--- config.mk ---
export PLATFORM = sky130hd
export DESIGN_NAME = game_sequencer
export DESIGN_NICKNAME = d
export VERILOG_FILES = /design/src/rtl/game_pkg.sv /design/src/rtl/game_sequencer_sec_prescaler.sv /design/src/rtl/game_sequencer.sv
export SDC_FILE = /design/constraint.sdc
export NUM_CORES = 1
export LEC_CHECK = 0
export ABC_AREA = 1
export ABC_CLOCK_PERIOD_IN_PS = 3290
export BUFFER_PORTS_ARGS = -buffer_cell sky130_fd_sc_hd__buf_4
export CORE_MARGIN = 2
export CORE_UTILIZATION = 61
export DETAILED_ROUTE_END_ITERATION = 12
export GPL_ROUTABILITY_DRIVEN = 0
export PLACE_DENSITY_LB_ADDON = 0.08
export SETUP_SLACK_MARGIN = 0.3
export SLEW_MARGIN = 20
export SYNTH_ARGS = -nofsm -noshare
export SYNTH_HDL_FRONTEND = slang
export SYNTH_HIERARCHICAL = 1
export SYNTH_SLANG_ARGS = --single-unit
--- constraint.sdc ---
create_clock -name CLOCK_50 -period 3.29 [get_ports CLOCK_50]
set_input_delay 0 -clock CLOCK_50 [delete_from_list [all_inputs] [get_ports CLOCK_50]]
set_output_delay 0 -clock CLOCK_50 [all_outputs]
set_load 0.02 [all_outputs]
--- src/rtl/game_pkg.sv ---
// game_pkg: shared states, screen codes and score limits for the whack-a-box sequencer.
package game_pkg;
  typedef enum logic [2:0] {LOBBY, PICK, ROUND, HIT_HOLD, GAME_OVER} state_t;
  localparam logic [2:0] MIF_LOBBY = 3'd0;
  localparam logic [2:0] MIF_GAME_OVER = 3'd7;
  localparam int SCORE_W = 11;
  localparam logic [SCORE_W-1:0] SCORE_MAX = 11'd2047;
  // A new target must be a real box and never repeat the previous one.
  function automatic logic valid_pick(input logic [2:0] v, input logic [2:0] last, input int n);
    return v != 3'd0 && int'(v) <= n && v != last;
  endfunction
endpackage

--- src/rtl/game_sequencer_sec_prescaler.sv ---
// sec_prescaler: counts CLK_HZ enabled cycles and emits a one-cycle tick on the last one.
module sec_prescaler #(
  parameter int CLK_HZ = 50_000_000
) (
  input  logic CLOCK_50,
  input  logic reset,
  input  logic en,
  input  logic clr,
  output logic tick
);
  localparam int W = CLK_HZ > 1 ? $clog2(CLK_HZ) : 1;
  localparam logic [W-1:0] LAST = W'(CLK_HZ - 1);
  logic [W-1:0] count_q, count_d;
  always_comb begin
    tick = en && count_q == LAST;
    count_d = clr ? '0 : !en ? count_q : tick ? '0 : count_q + 1'b1;
  end
  always_ff @(posedge CLOCK_50 or posedge reset)
    if (reset) count_q <= '0;
    else count_q <= count_d;
endmodule

--- src/rtl/game_sequencer.sv ---
// game_sequencer: lobby/round/game-over controller with target pick, hit scoring and game clock.
// Define MISS_PENALTY_EN to make wrong-box strikes during a round cost one point.
module game_sequencer
  import game_pkg::*;
#(
  parameter int CLK_HZ = 50_000_000,
  parameter int GAME_SECONDS = 60,
  parameter int ROUND_CYCLES = 75_000_000,
  parameter int HIT_SOUND_CYCLES = 25_000_000,
  parameter int NUM_BOXES = 6
) (
  input  logic               CLOCK_50,
  input  logic               reset,
  input  logic               start_btn,
  input  logic [2:0]         box_address,
  input  logic [2:0]         lfsr_value,
  output logic [2:0]         mif_select,
  output logic [SCORE_W-1:0] score,
  output logic [5:0]         seconds_left,
  output logic               round_active,
  output logic               hit_pulse,
  output logic               lobby_sound_en,
  output logic               hit_sound_en,
  output logic               game_over
);
  localparam int TMAX = ROUND_CYCLES > HIT_SOUND_CYCLES ? ROUND_CYCLES : HIT_SOUND_CYCLES;
  localparam int TW = $clog2(TMAX + 1);
  state_t state_q, state_d;
  logic [2:0] s1_q, s2_q, prev_q, strike_q, strike_d, target_q, target_d, mif_q, mif_d;
  logic [TW-1:0] timer_q, timer_d;
  logic [SCORE_W-1:0] score_q, score_d;
  logic [5:0] sec_q, sec_d;
  logic round_active_q, round_active_d, hit_pulse_q, hit_pulse_d;
  logic lobby_q, lobby_d, hit_snd_q, hit_snd_d, game_over_q, game_over_d;
  logic en, clr, tick, penalty;
  sec_prescaler #(.CLK_HZ(CLK_HZ)) u_presc (
    .CLOCK_50(CLOCK_50), .reset(reset), .en(en), .clr(clr), .tick(tick)
  );
  always_comb begin
    en = state_q == PICK || state_q == ROUND || state_q == HIT_HOLD;
    // strike_q is a registered edge: a new non-zero code seen after the synchronizer
    strike_d = (s2_q != 3'd0 && s2_q != prev_q) ? s2_q : 3'd0;
`ifdef MISS_PENALTY_EN
    penalty = strike_q != 3'd0 && strike_q != target_q;
`else
    penalty = 1'b0;
`endif
    state_d = state_q;
    target_d = target_q;
    timer_d = timer_q;
    score_d = score_q;
    sec_d = sec_q;
    hit_pulse_d = 1'b0;
    clr = 1'b0;
    case (state_q)
      LOBBY: if (start_btn) begin
        score_d = '0;
        sec_d = 6'(GAME_SECONDS);
        clr = 1'b1;
        state_d = PICK;
      end
      PICK: if (valid_pick(lfsr_value, target_q, NUM_BOXES)) begin
        target_d = lfsr_value;
        timer_d = TW'(ROUND_CYCLES);
        state_d = ROUND;
      end
      ROUND: if (strike_q == target_q) begin
        score_d = score_q == SCORE_MAX ? score_q : score_q + 1'b1;
        hit_pulse_d = 1'b1;
        timer_d = TW'(HIT_SOUND_CYCLES);
        state_d = HIT_HOLD;
      end else begin
        score_d = (penalty && score_q != '0) ? score_q - 1'b1 : score_q;
        timer_d = timer_q - 1'b1;
        state_d = timer_q == TW'(1) ? PICK : ROUND;
      end
      HIT_HOLD: begin
        timer_d = timer_q - 1'b1;
        state_d = timer_q == TW'(1) ? PICK : HIT_HOLD;
      end
      GAME_OVER: if (start_btn) state_d = LOBBY;
      default: state_d = LOBBY;
    endcase
    // The final tick overrides any round outcome, but a same-cycle hit still scores.
    if (tick) begin
      sec_d = sec_q - 1'b1;
      if (sec_q == 6'd1) state_d = GAME_OVER;
    end
    round_active_d = state_d == ROUND;
    game_over_d = state_d == GAME_OVER;
    hit_snd_d = state_d == HIT_HOLD;
    lobby_d = state_d == LOBBY && !hit_snd_d;
    mif_d = state_d == LOBBY ? MIF_LOBBY : state_d == GAME_OVER ? MIF_GAME_OVER :
            state_d == ROUND ? target_d : mif_q;
  end
  always_ff @(posedge CLOCK_50 or posedge reset)
    if (reset) begin
      state_q <= LOBBY;
      s1_q <= '0;
      s2_q <= '0;
      prev_q <= '0;
      strike_q <= '0;
      target_q <= '0;
      timer_q <= '0;
      mif_q <= MIF_LOBBY;
      score_q <= '0;
      sec_q <= 6'(GAME_SECONDS);
      round_active_q <= 1'b0;
      hit_pulse_q <= 1'b0;
      lobby_q <= 1'b0;
      hit_snd_q <= 1'b0;
      game_over_q <= 1'b0;
    end else begin
      state_q <= state_d;
      s1_q <= box_address;
      s2_q <= s1_q;
      prev_q <= s2_q;
      strike_q <= strike_d;
      target_q <= target_d;
      timer_q <= timer_d;
      mif_q <= mif_d;
      score_q <= score_d;
      sec_q <= sec_d;
      round_active_q <= round_active_d;
      hit_pulse_q <= hit_pulse_d;
      lobby_q <= lobby_d;
      hit_snd_q <= hit_snd_d;
      game_over_q <= game_over_d;
    end
  assign mif_select = mif_q;
  assign score = score_q;
  assign seconds_left = sec_q;
  assign round_active = round_active_q;
  assign hit_pulse = hit_pulse_q;
  assign lobby_sound_en = lobby_q;
  assign hit_sound_en = hit_snd_q;
  assign game_over = game_over_q;
endmodule
==> Word level (Yosys, flattened, before mapping) <==
Index checks and enable logic that the tools add are counted.
{ "totals": {"output_inout_bits": 25, "elab_cells": 92, "in_bits": 9, "register_bits": 96} }
{ "classes": {"addsub": 4, "n_mux": 32, "magnitude_cmp": 1, "n_eq_ne": 18, "n_reduce_logical": 21} }
{ "op_table": {"columns": ["op", "count"], "rows": [
  ["$pmux W27 S3", 1],
  ["$mux W26", 3],
  ["$mux W27", 2],
  ["$mux W11", 3],
  ["$mux W3", 11],
  ["$eq A27 B1 Y1 const B", 1],
  ["$sub A27 B1 Y27 const B", 1],
  ["$add A26 B1 Y26 const B", 1],
  ["$eq A26 B26 Y1 const B", 1],
  ["$pmux W11 S2", 1],
  ["$mux W6", 3],
  ["$pmux W3 S5", 1],
  ["$eq A3 B2 Y1 const B", 4],
  ["$reduce_bool A3 Y1", 4],
  ["$add A11 B1 Y11 const B", 1],
  ["$eq A11 B11 Y1 const B", 1],
  ["$reduce_bool A2 Y1", 4],
  ["$eq A3 B3 Y1 const B", 2],
  ["$eq A6 B1 Y1 const B", 1],
  ["$logic_not A3 Y1", 2],
  ["$mux W2", 3],
  ["$ne A3 B3 Y1", 2],
  ["$sub A6 B1 Y6 const B", 1],
  ["$logic_and A1 B1 Y1", 5],
  ["other kinds (10)", 17]
]} }

==> Longest topological paths before layout <==
{ "depth": {"depth_word": 11, "ltp_mapped": 16} }

==> By module <==
Netlist, hierarchy kept.
{ "modules_own_cells": {"columns": ["mod", "n_inst", "area_each_um2", "seq_area_each_um2", "cells_each"], "rows": [
  ["game_sequencer", 1, 3828.7, 1756.7, 497],
  ["sec_prescaler", 1, 1781.7, 650.6, 259]
]} }

==> Worst setup path before layout <==
OpenSTA, ideal clock, no wires.
{ "synth_timing": {"kind": "reg2reg", "start": "reg state_q[0]", "end": "reg mif_q[0] (netlist: mif_select[0])", "arrival_ns": 2.163, "slack_ns": 1.010, "path_stages_with_launch": 16, "setup_time_ns": 0.117, "path_cell_list": "dfrtp_1 nor2_1 nor2_1 inv_1 nor3_1 nand3_1 nor2_1 inv_1 nor2_1 nand4_1 o21ai_0 inv_1 nand2_2 nand2_1 nor2_1 nor2_1"} }
{ "synth_via": {"elab_chain_len": 8, "elab_cells_between_ends": 22, "cone_classes": "6 x eq/ne; 10 x mux; 6 x reduce/logical"} }
{ "synth_lines": {"columns": ["element", "line", "text"], "rows": [
  ["start: declaration", "game_sequencer.sv:28", "state_t state_q, state_d;"],
  ["start signal: assignment", "game_sequencer.sv:114", "state_q <= state_d;"],
  ["$eq A3 B1 Y1 / $eq A3 B2 Y1 (equally long branches)", "game_sequencer.sv:40", "en = state_q == PICK || state_q == ROUND || state_q == HIT_HOLD;"],
  ["$logic_or A1 B1 Y1", "game_sequencer.sv:40", null],
  ["$logic_or A1 B1 Y1 (*)", "game_sequencer.sv:40", null],
  ["net en", "game_sequencer.sv:35", "logic en, clr, tick, penalty;"],
  ["$logic_and A1 B1 Y1 (*)", "game_sequencer_sec_prescaler.sv:15", "tick = en && count_q == LAST;"],
  ["net tick", "game_sequencer.sv:35", null],
  ["$mux W3 (*)", "game_sequencer.sv:85", "if (tick) begin"],
  ["$eq A3 B3 Y1", "game_sequencer.sv:93", "mif_d = state_d == LOBBY ? MIF_LOBBY : state_d == GAME_OVER ? MIF_GAME_OVER :"],
  ["$mux W3 (2 in a row)", "game_sequencer.sv:93", null],
  ["end signal: assignment", "game_sequencer.sv:121", "mif_q <= mif_d;"],
  ["end: declaration", "game_sequencer.sv:29", "logic [2:0] s1_q, s2_q, prev_q, strike_q, strike_d, target_q, target_d, mif_q, mif_d;"]
]} }
The timed path passes the listed nets; every way through them passes the cells marked *. The select of a mux whose other input is x is not followed.
A chain may end at the register's enable or synchronous reset.

==> Final worst setup path <==
Ends and elaborated chain as after synthesis.

==> flow_summary.json <==
{
  "synth_fp_nets": 772,
  "finalPower_uw": 4206,
  "cap_violations": 0,
  "antenna_left": 0,
  "yosysWarnings": 6,
  "hpwlAfterDp_um": 9206,
  "p_clk_frac": 0.185,
  "clk_latency_ps": 370,
  "synthTopCellsByArea": "dfrtp_1 (41%), nand2_1 (12%), inv_1 (7.4%)",
  "fp.dieW_um": 99.90,
  "crit_path_cell_trace": "nor2_1, nor2_2, inv_1, nor3_1, nand3_1, nor2_1, inv_1, nor2_1, nand4_1, o21ai_2, inv_1, nand2_2, nand2_1, nor2_1, nor2_1",
  "fp-row-count": 34,
  "cpMaxStageDelayCell": "dfrtp_1",
  "grt_max_degree": 37,
  "post_cts.repair.setup_buffers": 0,
  "r2r_slack_ps": 510,
  "crit_path_max_fanout": 5,
  "cp_top_family": "simple AND/OR/NAND/NOR gates",
  "p_per_area_nw_per_um2": 674.9,
  "cts-root-buf": "clkbuf_8",
  "rr_endpoint": "mif_select[0]$_DFFE_PP0P_",
  "slew_viol_final": 0,
  "vias_per_cell": 5.518,
  "synth-seq-cells": 96,
  "wl_per_cell_um": 13.84,
  "tightest_slew_ps": 685.0,
  "port-buffer-count": 33,
  "startpoint": "state_q[0]$_DFF_PP0_",
  "drc_errors": 0,
  "gr-total-overflow": 0,
  "start_util": 0.6371,
  "intPower_uw": 2329,
  "cts.sinks": 96,
  "reg2reg_from": "state_q[0]$_DFF_PP0_",
  "synth_top_area_cell": "dfrtp_1",
  "syn_inst": 756,
  "final_cell_mix": "nand2_1 (174), inv_1 (108), nor2_1 (107)",
  "crit_path_end": "mif_select[0]$_DFFE_PP0P_",
  "grtUsageTotal": 0.2687,
  "grt_pass1_vias": 4757,
  "status": "finished, final reports clean",
  "skew_ps": 8.883,
  "r2r_cells": 15,
  "rsz0062_at_grt": "false",
  "hp-class": "in2async",
  "diodes": 0,
  "critPathLaunchType": "register",
  "switchingPower_uw": 1878,
  "synth.top_cell.area_share": 0.4103,
  "yosysSeqAreaShare": 0.4291,
  "power_frac_seq": 0.414,
  "setup_violations": 0,
  "area_growth_pct": 11.08,
  "syn_area_um2": 5610,
  "core_um2": 8806,
  "drive_gt1_frac": 0.1363,
  "final_common_cell": "nand2_1",
  "cts_buffers": 9,
  "clockBufferDepth": 2,
  "min_period_ps": 2778,
  "worstSetupPathType": "reg2reg",
  "numPlacedInstances": 891,
  "peakVddDrop_mv": 0.5028,
  "vias": 5049,
  "drtIter0Drc": 323,
  "wl_um": 12660,
  "ios": 34,
  "fill_cells": 708,
  "swShare": 0.4464,
  "antenna_found_initial": 0,
  "max_slew_margin": 0.5427,
  "h-tree-depth": 3,
  "fp.dieArea_um2": 9980,
  "hold_violations": 0,
  "arrival_ps": 3050,
  "placed_area_um2": 5948,
  "fin_area_um2": 6232,
  "clkSlewWorstSetupHoldPaths_ps": 110,
  "fp.dieH_um": 99.90,
  "max_stage_delay_ps": 480,
  "layout.nets": 818,
  "grt_pass1_wl_um": 21500,
  "p_comb_frac": 0.401,
  "min_period_over_period": 0.8443,
  "firstDrtPassIters": 5,
  "fmax_ghz": 0.3600,
  "crit_buf_inv": 3,
  "crit_top_cell": "nor2_1",
  "cts_tree": "yes",
  "setup_tns_ps": 0,
  "syn_area_per_cell_um2": 7.421,
  "p_leak_uw": 0.002994,
  "finalNonFillerCells": 915,
  "endpoint_kind": "register",
  "cp_data_required_time_ps": 3560,
  "synth_cell_types": 39,
  "cp_num_cells": 15
}
==> worst reg2reg max path, cell delays in order (launching register included) <==
cell and delay (ps):
dfrtp_1 480, nor2_1 150, nor2_2 210, inv_1 100
nor3_1 180, nand3_1 100, nor2_1 200, inv_1 130
nor2_1 180, nand4_1 280, o21ai_2 160, inv_1 130
nand2_2 120, nand2_1 110, nor2_1 100, nor2_1 60
==> metal layers <==
| metal | global-route usage | vias to the layer above | wire, um |
|---|---|---|---|
| li1 | - | 2488 | - |
| met1 | 0.3603 | 2349 | 5668 |
| met2 | 0.4423 | 182 | 5990 |
| met3 | 0.05153 | 30 | 702 |
| met4 | 0.08957 | 0 | 302 |
| met5 | 0 | - | 0 |
==> sequential cells by signal, summed over array words and instances (netlist names), 3 cells and up <==
register	cells
mif_select	3
prev_q	3
score	11
target_q	3
s2_q	3
seconds_left	6
strike_q	3
u_presc/count_q	26
state_q	3
s1_q	3
timer_q	27
==> per-stage QoR <==
step | setup WS (ps) | hold slack [ps] | utilization
5_1_grt | 240.3 | 257.5 | 0.7077
4_1_cts | 469.1 | 257.8 | 0.7070
6_report | 512.2 | 235.2 | 0.7077
3_3_place_gp | 655.6 | 110.3 | 0.6755
2_1_floorplan | 1010 | 31.43 | -
3_5_place_dp | 503.4 | 111.7 | 0.6755
==> final cells by class <==
class                           instances  area [um^2]  area share
Multi-Input combinational cell        538         2721      0.4367
Timing Repair Buffer                   43        342.8     0.05501
Clock buffer                            9        123.9     0.01988
Tap cell                              108        135.1     0.02168
Clock inverter                          7        73.82     0.01185
Inverter                              114        427.9     0.06866
Sequential cell                        96         2407      0.3863
==> power by group through the flow <==
stage	clock network [uW]	logic [uW]	registers, uW
3_5_place_dp	0	1660	1750
3_3_place_gp	0	1610	1740
4_1_cts	799	1680	1740
2_1_floorplan	0	1170	1780
6_report	778	1690	1740
5_1_grt	854	1900	1780
==> how the worst min path moves through the flow <==
stage,from,depth (start not counted),to
4_1_cts,box_address[0],2,s1_q[0]$_DFF_PP0_
3_3_place_gp,box_address[0],1,s1_q[0]$_DFF_PP0_
6_report,reset,3,u_presc/count_q[0]$_DFFE_PP0P_
3_5_place_dp,box_address[1],1,s1_q[1]$_DFF_PP0_
5_1_grt,box_address[0],2,s1_q[0]$_DFF_PP0_
2_1_floorplan,box_address[0],0,s1_q[0]$_DFF_PP0_
==> synthesized netlist by cell type (all sizes together) <==
cell type / instances
nor3b: 3
o31ai: 1
nor4: 4
dfstp: 4
xnor2: 10
nor2: 131
inv: 114
clkbuf: 1
and3: 2
or2: 3
ha: 7
dfrtp: 92
nand3b: 8
nand3: 65
nand2: 188
o21ai: 43
o21bai: 2
nor3: 16
o2111ai: 1
buf: 7
o22ai: 3
a21oi: 10
xor2: 19
nand4: 18
o211ai: 4
==> cells by family after synthesis <==
logic type | Yosys count | share of synthesized area
buf+inv | 122 | 0.08697
fa+ha+maj | 7 | 0.01561
compound gates | 64 | 0.06222
flops | 96 | 0.4291
xor+xnor | 29 | 0.04661
simple gates | 438 | 0.3595
==> what timing repair did <==
item / 4_1_cts / 5_1_grt
hold buffers: 8 / 0
setup endpoints to repair: 0 / 5
endpoints found under the hold margin: 68 / 0
gates resized for setup: 0 / 3
Power figures use the tool's default switching activity.
